File: config.mk
export PLATFORM = sky130hd
export DESIGN_NAME = cfg_port_arbiter_flat
export DESIGN_NICKNAME = d
export VERILOG_FILES = /design/src/rtl/cfg_port_arbiter_if.sv /design/src/rtl/cfg_port_arbiter.sv /design/src/flat_wrapper.sv
export SDC_FILE = /design/constraint.sdc
export NUM_CORES = 1
export LEC_CHECK = 0
export ABC_AREA = 1
export CORE_MARGIN = 3
export CORE_UTILIZATION = 36
export CTS_CLUSTER_SIZE = 24
export DETAILED_ROUTE_END_ITERATION = 10
export GPL_ROUTABILITY_DRIVEN = 0
export GPL_TIMING_DRIVEN = 0
export PLACE_DENSITY = 0.83
export SLEW_MARGIN = 0
export SYNTH_ARGS = -nofsm -noshare
export SYNTH_HDL_FRONTEND = slang
export SYNTH_SLANG_ARGS = --single-unit
File: constraint.sdc
create_clock -name gclk -period 2.8 [get_ports gclk]
set_input_delay 0.42 -clock gclk [delete_from_list [all_inputs] [get_ports gclk]]
set_output_delay 0.42 -clock gclk [all_outputs]
set_load 0.02 [all_outputs]
File: src/rtl/cfg_port_arbiter_if.sv
// rtl/cfg_port_arbiter_if.sv - input-buffer and configuration-port signal bundle for cfg_port_arbiter
interface cfg_port_arbiter_if #(
    parameter int PORTNUM = 16,
    parameter int PW      = 4,
    parameter int CW      = 9
);
    logic [PORTNUM*CW-1:0] SpW_D_i;
    logic [PORTNUM-1:0]    empty_IBUF_i;
    logic [PORTNUM-1:0]    rd_IBUF_o;
    logic [CW-1:0]         cfg_data_o;
    logic                  cfg_valid_o;
    logic                  cfg_ready_i;
    logic                  cfg_sop_o;
    logic [PW-1:0]         cfg_port_o;
    logic                  cfg_busy_o;
    logic                  cfg_abort_o;

    modport master (
        input  SpW_D_i, empty_IBUF_i, cfg_ready_i,
        output rd_IBUF_o, cfg_data_o, cfg_valid_o, cfg_sop_o,
               cfg_port_o, cfg_busy_o, cfg_abort_o
    );

    modport slave (
        output SpW_D_i, empty_IBUF_i, cfg_ready_i,
        input  rd_IBUF_o, cfg_data_o, cfg_valid_o, cfg_sop_o,
               cfg_port_o, cfg_busy_o, cfg_abort_o
    );
endinterface

File: src/rtl/cfg_port_arbiter.sv
// rtl/cfg_port_arbiter.sv - round-robin packet arbiter onto the configuration command port
// Optional mid-packet stall watchdog with EEP injection: define CFG_ARB_TIMEOUT_EN.
module cfg_port_arbiter #(
    parameter int PORTNUM = 16,
    parameter int PW      = 4,
    parameter int CW      = 9,
    parameter int TMO_W   = 10
) (
    input  logic               gclk,
    input  logic               reset,
    cfg_port_arbiter_if.master bus
);
    localparam logic [CW-1:0] EOP = CW'(9'h100);
    localparam logic [CW-1:0] EEP = CW'(9'h101);

    if (PORTNUM < 2 || PORTNUM > 16 || PW < $clog2(PORTNUM) || TMO_W < 1) begin : g_bad_param
        $error("cfg_port_arbiter: illegal parameter combination");
    end

`ifdef CFG_ARB_TIMEOUT_EN
    typedef enum logic [1:0] {S_IDLE, S_XFER, S_ABORT} state_t;
    localparam logic [TMO_W-1:0] WDOG_LAST = {TMO_W{1'b1}} - TMO_W'(1);
    logic [TMO_W-1:0] wdog_q, wdog_d;
`else
    typedef enum logic [1:0] {S_IDLE, S_XFER} state_t;
`endif

    state_t        state_q, state_d;
    logic [PW-1:0] grant_q, grant_d;
    logic [PW-1:0] last_grant_q, last_grant_d;
    logic          sop_q, sop_d;

    logic          hit;
    logic [PW-1:0] hit_idx;
    logic [CW-1:0] head;
    logic          head_valid;
    logic          xfer;

    assign head       = bus.SpW_D_i[int'(grant_q)*CW +: CW];
    assign head_valid = !bus.empty_IBUF_i[grant_q];
    assign xfer       = (state_q == S_XFER) && head_valid && bus.cfg_ready_i;

    // Rotating search: the port after the last winner is looked at first, the last winner last.
    always_comb begin
        hit     = 1'b0;
        hit_idx = '0;
        for (int i = 1; i <= PORTNUM; i++) begin
            if (!hit && !bus.empty_IBUF_i[(int'(last_grant_q) + i) % PORTNUM]) begin
                hit     = 1'b1;
                hit_idx = PW'((int'(last_grant_q) + i) % PORTNUM);
            end
        end
    end

    always_comb begin
        state_d          = state_q;
        grant_d          = grant_q;
        last_grant_d     = last_grant_q;
        sop_d            = sop_q;
`ifdef CFG_ARB_TIMEOUT_EN
        wdog_d           = wdog_q;
`endif
        bus.rd_IBUF_o    = '0;
        bus.cfg_data_o   = '0;
        bus.cfg_valid_o  = 1'b0;
        bus.cfg_sop_o    = 1'b0;
        bus.cfg_abort_o  = 1'b0;

        case (state_q)
            S_IDLE: begin
                if (hit) begin
                    grant_d      = hit_idx;
                    last_grant_d = hit_idx;
                    sop_d        = 1'b1;
`ifdef CFG_ARB_TIMEOUT_EN
                    wdog_d       = '0;
`endif
                    state_d      = S_XFER;
                end
            end
            S_XFER: begin
                bus.cfg_valid_o = head_valid;
                bus.cfg_data_o  = head;
                bus.cfg_sop_o   = sop_q && head_valid;
                if (xfer) begin
                    bus.rd_IBUF_o[grant_q] = 1'b1;
                    sop_d = 1'b0;
`ifdef CFG_ARB_TIMEOUT_EN
                    wdog_d = '0;
`endif
                    if (head == EOP || head == EEP) begin
                        state_d = S_IDLE;
                    end
                end
`ifdef CFG_ARB_TIMEOUT_EN
                // Only a stall after the packet has started counts; waiting for the first char is not a hang.
                else if (!head_valid && !sop_q) begin
                    wdog_d = wdog_q + TMO_W'(1);
                    if (wdog_q == WDOG_LAST) begin
                        state_d = S_ABORT;
                    end
                end
`endif
            end
`ifdef CFG_ARB_TIMEOUT_EN
            S_ABORT: begin
                bus.cfg_data_o  = EEP;
                bus.cfg_valid_o = 1'b1;
                if (bus.cfg_ready_i) begin
                    bus.cfg_abort_o = 1'b1;
                    state_d         = S_IDLE;
                end
            end
`endif
            default: state_d = S_IDLE;
        endcase
    end

    assign bus.cfg_port_o = grant_q;
    assign bus.cfg_busy_o = (state_q != S_IDLE);

    always_ff @(posedge gclk) begin
        if (reset) begin
            state_q      <= S_IDLE;
            grant_q      <= '0;
            last_grant_q <= PW'(PORTNUM - 1);
            sop_q        <= 1'b0;
`ifdef CFG_ARB_TIMEOUT_EN
            wdog_q       <= '0;
`endif
        end else begin
            state_q      <= state_d;
            grant_q      <= grant_d;
            last_grant_q <= last_grant_d;
            sop_q        <= sop_d;
`ifdef CFG_ARB_TIMEOUT_EN
            wdog_q       <= wdog_d;
`endif
        end
    end
endmodule

File: src/flat_wrapper.sv
// flat-port wrapper written by rule: the top's interface ports become plain ports
module cfg_port_arbiter_flat 
#(
    parameter int PORTNUM = 16,
    parameter int PW      = 4,
    parameter int CW      = 9,
    parameter int TMO_W   = 10
)
  (gclk, reset, bus_SpW_D_i, bus_empty_IBUF_i, bus_cfg_ready_i, bus_rd_IBUF_o, bus_cfg_data_o, bus_cfg_valid_o, bus_cfg_sop_o, bus_cfg_port_o, bus_cfg_busy_o, bus_cfg_abort_o);
  cfg_port_arbiter_if #(.PORTNUM(PORTNUM), .PW(PW), .CW(CW)) bus_i ();
  input  logic gclk;
  input  logic reset;
  input wire logic [$bits(bus_i.SpW_D_i)-1:0] bus_SpW_D_i;
  input wire logic [$bits(bus_i.empty_IBUF_i)-1:0] bus_empty_IBUF_i;
  input wire logic [$bits(bus_i.cfg_ready_i)-1:0] bus_cfg_ready_i;
  output wire logic [$bits(bus_i.rd_IBUF_o)-1:0] bus_rd_IBUF_o;
  output wire logic [$bits(bus_i.cfg_data_o)-1:0] bus_cfg_data_o;
  output wire logic [$bits(bus_i.cfg_valid_o)-1:0] bus_cfg_valid_o;
  output wire logic [$bits(bus_i.cfg_sop_o)-1:0] bus_cfg_sop_o;
  output wire logic [$bits(bus_i.cfg_port_o)-1:0] bus_cfg_port_o;
  output wire logic [$bits(bus_i.cfg_busy_o)-1:0] bus_cfg_busy_o;
  output wire logic [$bits(bus_i.cfg_abort_o)-1:0] bus_cfg_abort_o;
  assign bus_i.SpW_D_i = bus_SpW_D_i;
  assign bus_i.empty_IBUF_i = bus_empty_IBUF_i;
  assign bus_i.cfg_ready_i = bus_cfg_ready_i;
  assign bus_rd_IBUF_o = bus_i.rd_IBUF_o;
  assign bus_cfg_data_o = bus_i.cfg_data_o;
  assign bus_cfg_valid_o = bus_i.cfg_valid_o;
  assign bus_cfg_sop_o = bus_i.cfg_sop_o;
  assign bus_cfg_port_o = bus_i.cfg_port_o;
  assign bus_cfg_busy_o = bus_i.cfg_busy_o;
  assign bus_cfg_abort_o = bus_i.cfg_abort_o;
  cfg_port_arbiter #(.PORTNUM(PORTNUM), .PW(PW), .CW(CW), .TMO_W(TMO_W)) u_core (.gclk(gclk), .reset(reset), .bus(bus_i));
endmodule
# --- Word level (Yosys, flattened, before mapping) ---
# Cells that the tools add are included.
word_totals:
  mem_bits_rw: 0
  reg_bits: 11
  memories: 0
  input_bits: 163
  wordCells: 230
  latchBits: 0
  output_inout_bits: 33
  rom_bits: 0
classes:
  n_addsub: 16
  div_mod_pow: 0
  mul: 1
  eq_ne: 6
  n_lt_le_gt_ge: 18
  muxes: 96
  n_shift: 1
  reduce_logical: 72
  bitwise_logic: 16
ops:
  columns: ["operator", "n"]
  rows:
  - ["$shiftx 144x32->9", 1]
  - ["$lt 5x6->1 const B", 16]
  - ["$bmux 1 s4", 17]
  - ["$mux 4", 16]
  - ["$reduce_or 4->1", 16]
  - ["$mux 1", 54]
  - ["$add 4x4->4 const B", 8]
  - ["$mux 16", 2]
  - ["$logic_not 1->1", 30]
  - ["$logic_and 1x1->1", 19]
  - ["$eq 9x9->1 const B", 2]
  - ["$add 4x3->4 const B", 4]
  - ["$and 1x1->1 const A", 16]
  - ["$mux 9", 1]
  - ["$add 4x1->4 const B", 2]
  - ["$add 4x2->4 const B", 2]
  - ["$mul 4x4->8 const B", 1]
  - ["$mux 2", 3]
  - ["$reduce_and 3->1", 2]
  - ["$lt 4x5->1 const B", 1]
  - ["$demux 1 s4", 1]
  - ["$ge 4x1->1 const B", 1]
  - ["$ne 2x1->1 const B", 2]
  - ["$pmux 2 s2", 1]
  - ["other kinds (7)", 8]

# --- Depth between registers and ports, before layout ---
# Gate-level depths: netlist of run 1.
depth:
  ltp_word: 53
  mapped_depth: 25
  mapped_depth_nobuf: 24

# --- Worst setup path before layout of run 1 ---
# Ideal clock, no wire load.
synth_path:
  path_type: "register -> register"
  start: "register u_core.last_grant_q[1]"
  end: "register u_core.last_grant_q[3]"
  required_ps: 2674
  n_path_buf: 3
  stages_incl_launch_ff: 23
  t_arrival_ps: 2949
  period_less_slack_ps: 3076
  setup_ps: 126
  path_slack_ps: -276
  path_cell_list: "dfxtp_1 > inv_2 > buf_2 > ha_1 > inv_1 > buf_2 > nand3_1 > nand3_1 > nand3_1 > nand2_2 > nor2_4 > nand4_4 > nor2_4 > nand4_4 > nor2_4 > nand4_4 > nor2_4 > nand3_1 > nand2_1 > buf_6 > nor2_1 > nand2_2 > o211ai_1"
synth_via:
  elab_chain_cells: 50
  word_cells_on_any_way: 141
  classes_between: "add/sub: 16; mux: 80; reduce/logical: 45"
synth_rtl:
  columns: ["element", "line_no", "source"]
  rows:
  - ["start, declared", "cfg_port_arbiter.sv:30", "logic [PW-1:0] last_grant_q, last_grant_d;"]
  - ["start signal, assigned", "cfg_port_arbiter.sv:126", "last_grant_q <= PW'(PORTNUM - 1);"]
  - ["start signal, assigned", "cfg_port_arbiter.sv:134", "last_grant_q <= last_grant_d;"]
  - ["$add 4x2->4", "cfg_port_arbiter.sv:48, cfg_port_arbiter.sv:50", null]
  - ["$bmux 1 s4", "cfg_port_arbiter.sv:48", "if (!hit && !bus.empty_IBUF_i[(int'(last_grant_q) + i) % PORTNUM]) begin"]
  - ["$mux 1 (implied by the code) (2 in series)", "cfg_port_arbiter.sv:48", null]
  - ["$logic_not 1->1", "cfg_port_arbiter.sv:48", null]
  - ["$logic_and 1x1->1", "cfg_port_arbiter.sv:48", null]
  - ["$mux 1", "cfg_port_arbiter.sv:48", null]
  - ["$logic_not 1->1", "cfg_port_arbiter.sv:48", null]
  - ["$logic_and 1x1->1", "cfg_port_arbiter.sv:48", null]
  - ["[33 not listed]", null, null]
  - ["$mux 1", "cfg_port_arbiter.sv:48", null]
  - ["$logic_not 1->1", "cfg_port_arbiter.sv:48", null]
  - ["$logic_and 1x1->1", "cfg_port_arbiter.sv:48", null]
  - ["$mux 1", "cfg_port_arbiter.sv:48", null]
  - ["$logic_not 1->1", "cfg_port_arbiter.sv:48", null]
  - ["$logic_and 1x1->1", "cfg_port_arbiter.sv:48", null]
  - ["$mux 1", "cfg_port_arbiter.sv:48", null]
  - ["$reduce_and 2->1 (no source line)", null, null]
# Parallel ways exist; a longest one is shown, timed or not. The select of a mux whose other input is x is not followed.
# A chain may end at the register's enable or synchronous reset.

# --- Worst setup path after layout of run 1 ---
layout_path:
  start: "register u_core.last_grant_q[1]"
  end: "register u_core.grant_q[0] (netlist: u_core.bus.cfg_port_o[0])"
layout_via:
  elab_chain_cells: 50
  word_cells_on_any_way: 141
  classes_between: "add/sub: 16; mux: 80; reduce/logical: 45"
layout_rtl:
  columns: ["element", "line_no", "source"]
  rows:
  - ["$add 4x2->4", "cfg_port_arbiter.sv:48", null]
  - ["$bmux 1 s4", "cfg_port_arbiter.sv:48", null]
  - ["$mux 1 (implied by the code) (2 in series)", "cfg_port_arbiter.sv:48", null]
  - ["$logic_not 1->1", "cfg_port_arbiter.sv:48", null]
  - ["$logic_and 1x1->1", "cfg_port_arbiter.sv:48", null]
  - ["$mux 1", "cfg_port_arbiter.sv:48", null]
  - ["$logic_not 1->1", "cfg_port_arbiter.sv:48", null]
  - ["$logic_and 1x1->1", "cfg_port_arbiter.sv:48", null]
  - ["[33 not listed]", null, null]
  - ["$mux 1", "cfg_port_arbiter.sv:48", null]
  - ["$logic_not 1->1", "cfg_port_arbiter.sv:48", null]
  - ["$logic_and 1x1->1", "cfg_port_arbiter.sv:48", null]
  - ["$mux 1", "cfg_port_arbiter.sv:48", null]
  - ["$logic_not 1->1", "cfg_port_arbiter.sv:48", null]
  - ["$logic_and 1x1->1", "cfg_port_arbiter.sv:48", null]
  - ["$mux 1", "cfg_port_arbiter.sv:48", null]
  - ["$reduce_and 2->1 (no source line)", null, null]
  - ["end signal, assigned", "cfg_port_arbiter.sv:133", "grant_q <= grant_d;"]
  - ["end, declared", "cfg_port_arbiter.sv:29", "logic [PW-1:0] grant_q, grant_d;"]
# Parallel ways exist; a longest one is shown, timed or not. The select of a mux whose other input is x is not followed.

==> results of run 1 <==
[critical path: stages, from the launching register on]
cell     delay, ns
dfxtp_4       0.38
inv_6         0.04
buf_12        0.13
ha_4          0.31
inv_4         0.05
buf_12        0.14
nand3_4       0.07
nand3_1       0.10
nand2_1       0.12
nand2_1       0.07
nand2_2       0.10
nand4_4       0.12
nor2_4        0.13
nand4_4       0.11
nor2_4        0.15
nand4_4       0.11
nor2_4        0.21
buf_4         0.15
nand2_1       0.05
nand4_1       0.13
nand3_2       0.11
a21oi_1       0.18
[placed cells by master (no fill, tap or decap), drive strengths merged, types with 7 or more instances in the layout]
cell type	count
clkdlybuf4s50	164
nand2	153
nand3	104
nor2	87
a22oi	79
buf	69
inv	57
a21oi	37
clkbuf	21
dlygate4sd2	11
nand4	11
dfxtp	10
ha	8
nor4	7
[path summary, 6_finish.rpt]
check | slack (ns) | start | cells after the start | to
setup / recovery | -0.27 | u_core.last_grant_q[1] | 21 | u_core.bus.cfg_port_o[0]
hold / removal | 0.48 | u_core.sop_q | 2 | u_core.sop_q
setup reg to reg | -0.27 | u_core.last_grant_q[1] | 21 | u_core.bus.cfg_port_o[0]
hold reg to reg | 0.48 | u_core.sop_q | 2 | u_core.sop_q
[cells by family (layout without fill, tap and decap cells)]
group	after synthesis	after routing
AO/OA/AOI/OAI	135	135
adder cells (fa/ha/maj)	8	8
AND/OR/NAND/NOR	367	367
other	1	1
flip-flops	10	10
buffers and inverters	91	326
XOR/XNOR	6	6
[cell type report]
type,count,area [µm²],share of cell area
plain buffers,33,289,0.0457
clock buffers,4,55.1,0.00870
inverters,58,243,0.0383
multi-input cells,517,3200,0.505
flip-flops and latches,10,216,0.0342
well taps,108,135,0.0213
repair buffers,231,2190,0.347
[flip-flops by register name, summed over array words and instances, names as in the netlist]
signal                 cells
u_core.state_q             1
u_core.bus.cfg_port_o      4
u_core.last_grant_q        4
u_core.sop_q               1
[power breakdown]
group	total [mW]	internal, mW	switching [mW]
combinational	6.88	2.60	4.27
clock	0.187	0.124	0.0633
sequential	0.274	0.204	0.0697
[routing by layer]
layer | part of all wire | up-vias | wire, µm | GRT usage
met5 | 0 | - | 0 | 0
met4 | 0.042 | 0 | 828 | 0.131
met3 | 0.12 | 74 | 2260 | 0.0826
met2 | 0.49 | 423 | 9620 | 0.614
met1 | 0.35 | 2657 | 6850 | 0.419
li1 | - | 2618 | - | -
[per-stage QoR]
stage | TNS (ns) | hold WS [ns] | cell area (µm²)
2_1_floorplan | -0.187 | 0.443 | 3440
3_3_place_gp | -21.43 | 0.465 | 5510
3_5_place_dp | -23.54 | 0.475 | 5510
4_1_cts | -0.519 | 0.484 | 6070
5_1_grt | -3.73 | 0.505 | 6330
6_report | -2.28 | 0.483 | 6330
[what timing repair did]
item / 4_1_cts / 5_1_grt
pin swaps: 25 / 20
setup endpoints to repair: 37 / 31
setup buffers: 28 / 8
resized for setup: 177 / 60
endpoints found under the hold margin: 0 / 0
gates cloned: 2 / 0
==> results.cfg, run 1 <==
[status]
status = complete, but fails checks
failed_checks = setup timing

[grt]
grt_max_degree = 12
track_usage = 0.353
grt_pass1_wl_um = 29000
grt_pass1_vias = 5570
antenna_found_initial = 0
grt_remaining_overflow = 0

[synthesis]
syn_area_per_cell_um2 = 5.42
synth_nets = 789
synth_cells = 618
synth_top_family_by_area = simple AND/OR/NAND/NOR gates
synth_edf_count = 0
synth_xor_area_frac = 0.0224
synthAdderAreaFrac = 0.0299
synth_area_leaders = a22oi_1, nand2_1, nand3_1, nor2_1, dfxtp_1
synth_top_area_share = 0.177
async_flop_share = 0
synth_compound_area_frac = 0.273
yosys.area.top_type = a22oi_1
yosysWarnings = 0
ys_types = 38
synthSimpleGateAreaFrac = 0.499
synth.most_common_cell = nand2_1
netlist_top_cells_count = nand2_1, nand3_1, nor2_1
synth_seq_cells = 10
syn_area_mm2 = 0.00335
synth_mux_area_frac = 0
seq_area_frac_synth = 0.0598
synth_ff_type = dfxtp_1

[timing]
fmax_ghz = 0.326
relSlewSlack = 0.570
rsz0062_at_grt = yes
skew_ns = 0.00193
hold_viol = 0
fin_crit_sh = 1.10
slew_viol_final = 0
setup_slack_ns = -0.271
worst_pin_slew_ns = 0.646
period_needed_ns = 3.07
setup_violations = 10

[die]
rows = 34
core_area_mm2 = 0.00889
die_area_mm2 = 0.0105
io_pins = 196
dieHeight_um = 102
die_w_um = 102
floorplan.initialDensity = 0.377

[final_layout]
fillers = 710
utilization = 0.712
drive_gt1_frac = 0.234
instances_no_fill = 961
syn2layout_area_growth_pct = 89.1
nets = 1025
num_antenna_cells = 0

[worst_setup_path]
worst-path-max-fanout = 7
cp.required_ns = 2.96
crit_path_start_kind = register
critPathKind = register to register
end_kind = register
cp_data_arrival_time_ns = 3.23

[run]
drv_cap = 0

[cts]
clkTransAtPathRegs_ns = 0.05
numCtsBuffers = 3
clock-sinks = 10
clk_latency_ns = 0.24
cts_tree = yes
cts_buffer_depth = 2
htreeDepth = 1
cts_root_buffer = clkbuf_8
postCtsHoldBufs = 0

[routing]
viasPerCell = 6.01
routedWlPerCell_um = 20.4
first_pass_iters = 6
via_count = 5772
drc = 0
drt_wl_total_um = 19600
drtIter0Drc = 483
drtAntennaViolNets = 0

[placement]
place_inst = 919
numPortBuffers = 193
dp_worst_setup_slack_ns = -0.938
hpwl_um = 14700

[power_and_ir_drop]
totalPowerFinal_mw = 7.34
p_leak_nw = 2.80
power_density_mw_per_mm2 = 1160
vdd_ir_drop_max_mv = 0.721

[worst_hold_path]
hold_class = register to register
(Power assumes the default switching activity.)
==> run 2: changes to the inputs <==
Settings changed: CORE_ASPECT_RATIO from default to 0.5.
==> results.cfg, run 2 (synthesis gave the netlist of run 1 again) <==
[placement]
place_inst = 928
numPortBuffers = 193
hpwl_um = 13900

[die]
floorplan.initialDensity = 0.377
rows = 24
dieHeight_um = 74.2
core_area_mm2 = 0.00889
die_w_um = 142
die_area_mm2 = 0.0106
io_pins = 196

[timing]
setup_slack_ns = -0.320
skew_ns = 0.00697
period_needed_ns = 3.12
rsz0062_at_grt = yes
slew_viol_final = 0
fmax_ghz = 0.321
setup_violations = 10
hold_viol = 0
worst_pin_slew_ns = 0.592
relSlewSlack = 0.606
fin_crit_sh = 1.11

[worst_setup_path]
cp.buffers_inverters = 5
cp_data_arrival_time_ns = 3.29
cp.required_ns = 2.97
crit_family = simple AND/OR/NAND/NOR gates
critPathMaxStageDelay_ns = 0.39
crit_slowest_cell = dfxtp_4
path_cells = inv_6 -> buf_12 -> ha_4 -> inv_4 -> buf_12 -> nand3_4 -> nand3_2 -> nand2_1 -> nand2_1 -> nand2_2 -> nand4_4 -> nor2_4 -> nand4_4 -> nor2_4 -> nand4_4 -> nor2_4 -> nand3_2 -> nand2_2 -> buf_2 -> nand2_1 -> a21oi_2
critPathKind = register to register
crit_path_start_kind = register
end_kind = register
worst-path-max-fanout = 8

[power_and_ir_drop]
vdd_ir_drop_max_mv = 0.574
power_density_mw_per_mm2 = 1170
p_leak_nw = 2.76

[cts]
clkTransAtPathRegs_ns = 0.05
clk_latency_ns = 0.25
clock-sinks = 10
htreeDepth = 1
cts_tree = yes
cts_root_buffer = clkbuf_16
postCtsHoldBufs = 0
numCtsBuffers = 3
cts_buffer_depth = 2

[final_layout]
nets = 1021
syn2layout_area_growth_pct = 88.4
num_antenna_cells = 0
final_cell_mix = clkdlybuf4s50_1, nand2_1, a22oi_1
instances_no_fill = 966
fillers = 751
drive_gt1_frac = 0.231
utilization = 0.710
final_common_cell = clkdlybuf4s50_1

[routing]
via_count = 5716
drt_wl_total_um = 18700
routedWlPerCell_um = 19.3
drc = 0
drtIter0Drc = 646
first_pass_iters = 6
viasPerCell = 5.92
drtAntennaViolNets = 0

[grt]
antenna_found_initial = 0
track_usage = 0.325
grt_remaining_overflow = 0
grt_pass1_wl_um = 27600
grt_pass1_vias = 5320
grt_max_degree = 13

[status]
failed_checks = setup timing
status = complete, but fails checks

[run]
drv_cap = 0

[worst_hold_path]
hold_class = register to register
## run 2: metrics by stage
stage	setup slack [ns]	power, mW	setup TNS (ns)	hold WS [ns]	area [µm²]
global placement	-0.672	5.41	-18.91	0.460	5520
floorplan	-0.0456	4.04	-0.187	0.443	3440
CTS	-0.122	6.55	-0.992	0.466	6040
global route	-0.444	7.85	-4.27	0.494	6310
detailed placement	-0.724	5.49	-20.48	0.478	5520
finish	-0.320	7.40	-3.00	0.469	6310
## run 2: worst reg2reg max path: cells and delay by family (launching register included)
family	cells	cell delay, ns
simple gates	14	1.69
buf+inv	5	0.53
flops	1	0.39
fa+ha+maj	1	0.31
compound gates	1	0.14
## run 2: path summary, 6_finish.rpt
path,startpoint,end,slack (ns),cells past startpoint
max,u_core.last_grant_q[1],u_core.bus.cfg_port_o[2],-0.32,21
min,u_core.sop_q,u_core.sop_q,0.47,2
max reg2reg,u_core.last_grant_q[1],u_core.bus.cfg_port_o[2],-0.32,21
min reg2reg,u_core.sop_q,u_core.sop_q,0.47,2
## run 2: cell type report
class | instances | area (µm²) | area share
tap | 117 | 146 | 0.0232
buffer | 31 | 274 | 0.0434
sequential | 10 | 216 | 0.0343
inverter | 58 | 243 | 0.0385
multi-input combinational | 517 | 3180 | 0.505
clock inverter | 1 | 3.75 | 0.000595
timing repair buffer | 229 | 2160 | 0.343
clock buffer | 3 | 75.1 | 0.0119
## run 2: what timing repair did
| action | in CTS | in global routing |
|---|---|---|
| buffers inserted | 25 | 9 |
| pin swaps | 21 | 23 |
| cloned | 2 | 0 |
| setup endpoints to repair | 37 | 33 |
| resized for setup | 158 | 67 |
## run 2: power by group
group	switching (mW)	internal, mW	total (mW)
sequential	0.0657	0.204	0.270
combinational	4.30	2.57	6.86
clock	0.0766	0.188	0.265
total	4.44	2.96	7.40
## run 2: routing by layer
metal  GRT usage  routed length, µm  share of wire  vias up
li1            -                  -              -     2619
met1       0.406               7300           0.39     2638
met2       0.583               8960           0.48      388
met3      0.0662               1910           0.10       71
met4      0.0811                499          0.027        0
met5           0                  0              0        -
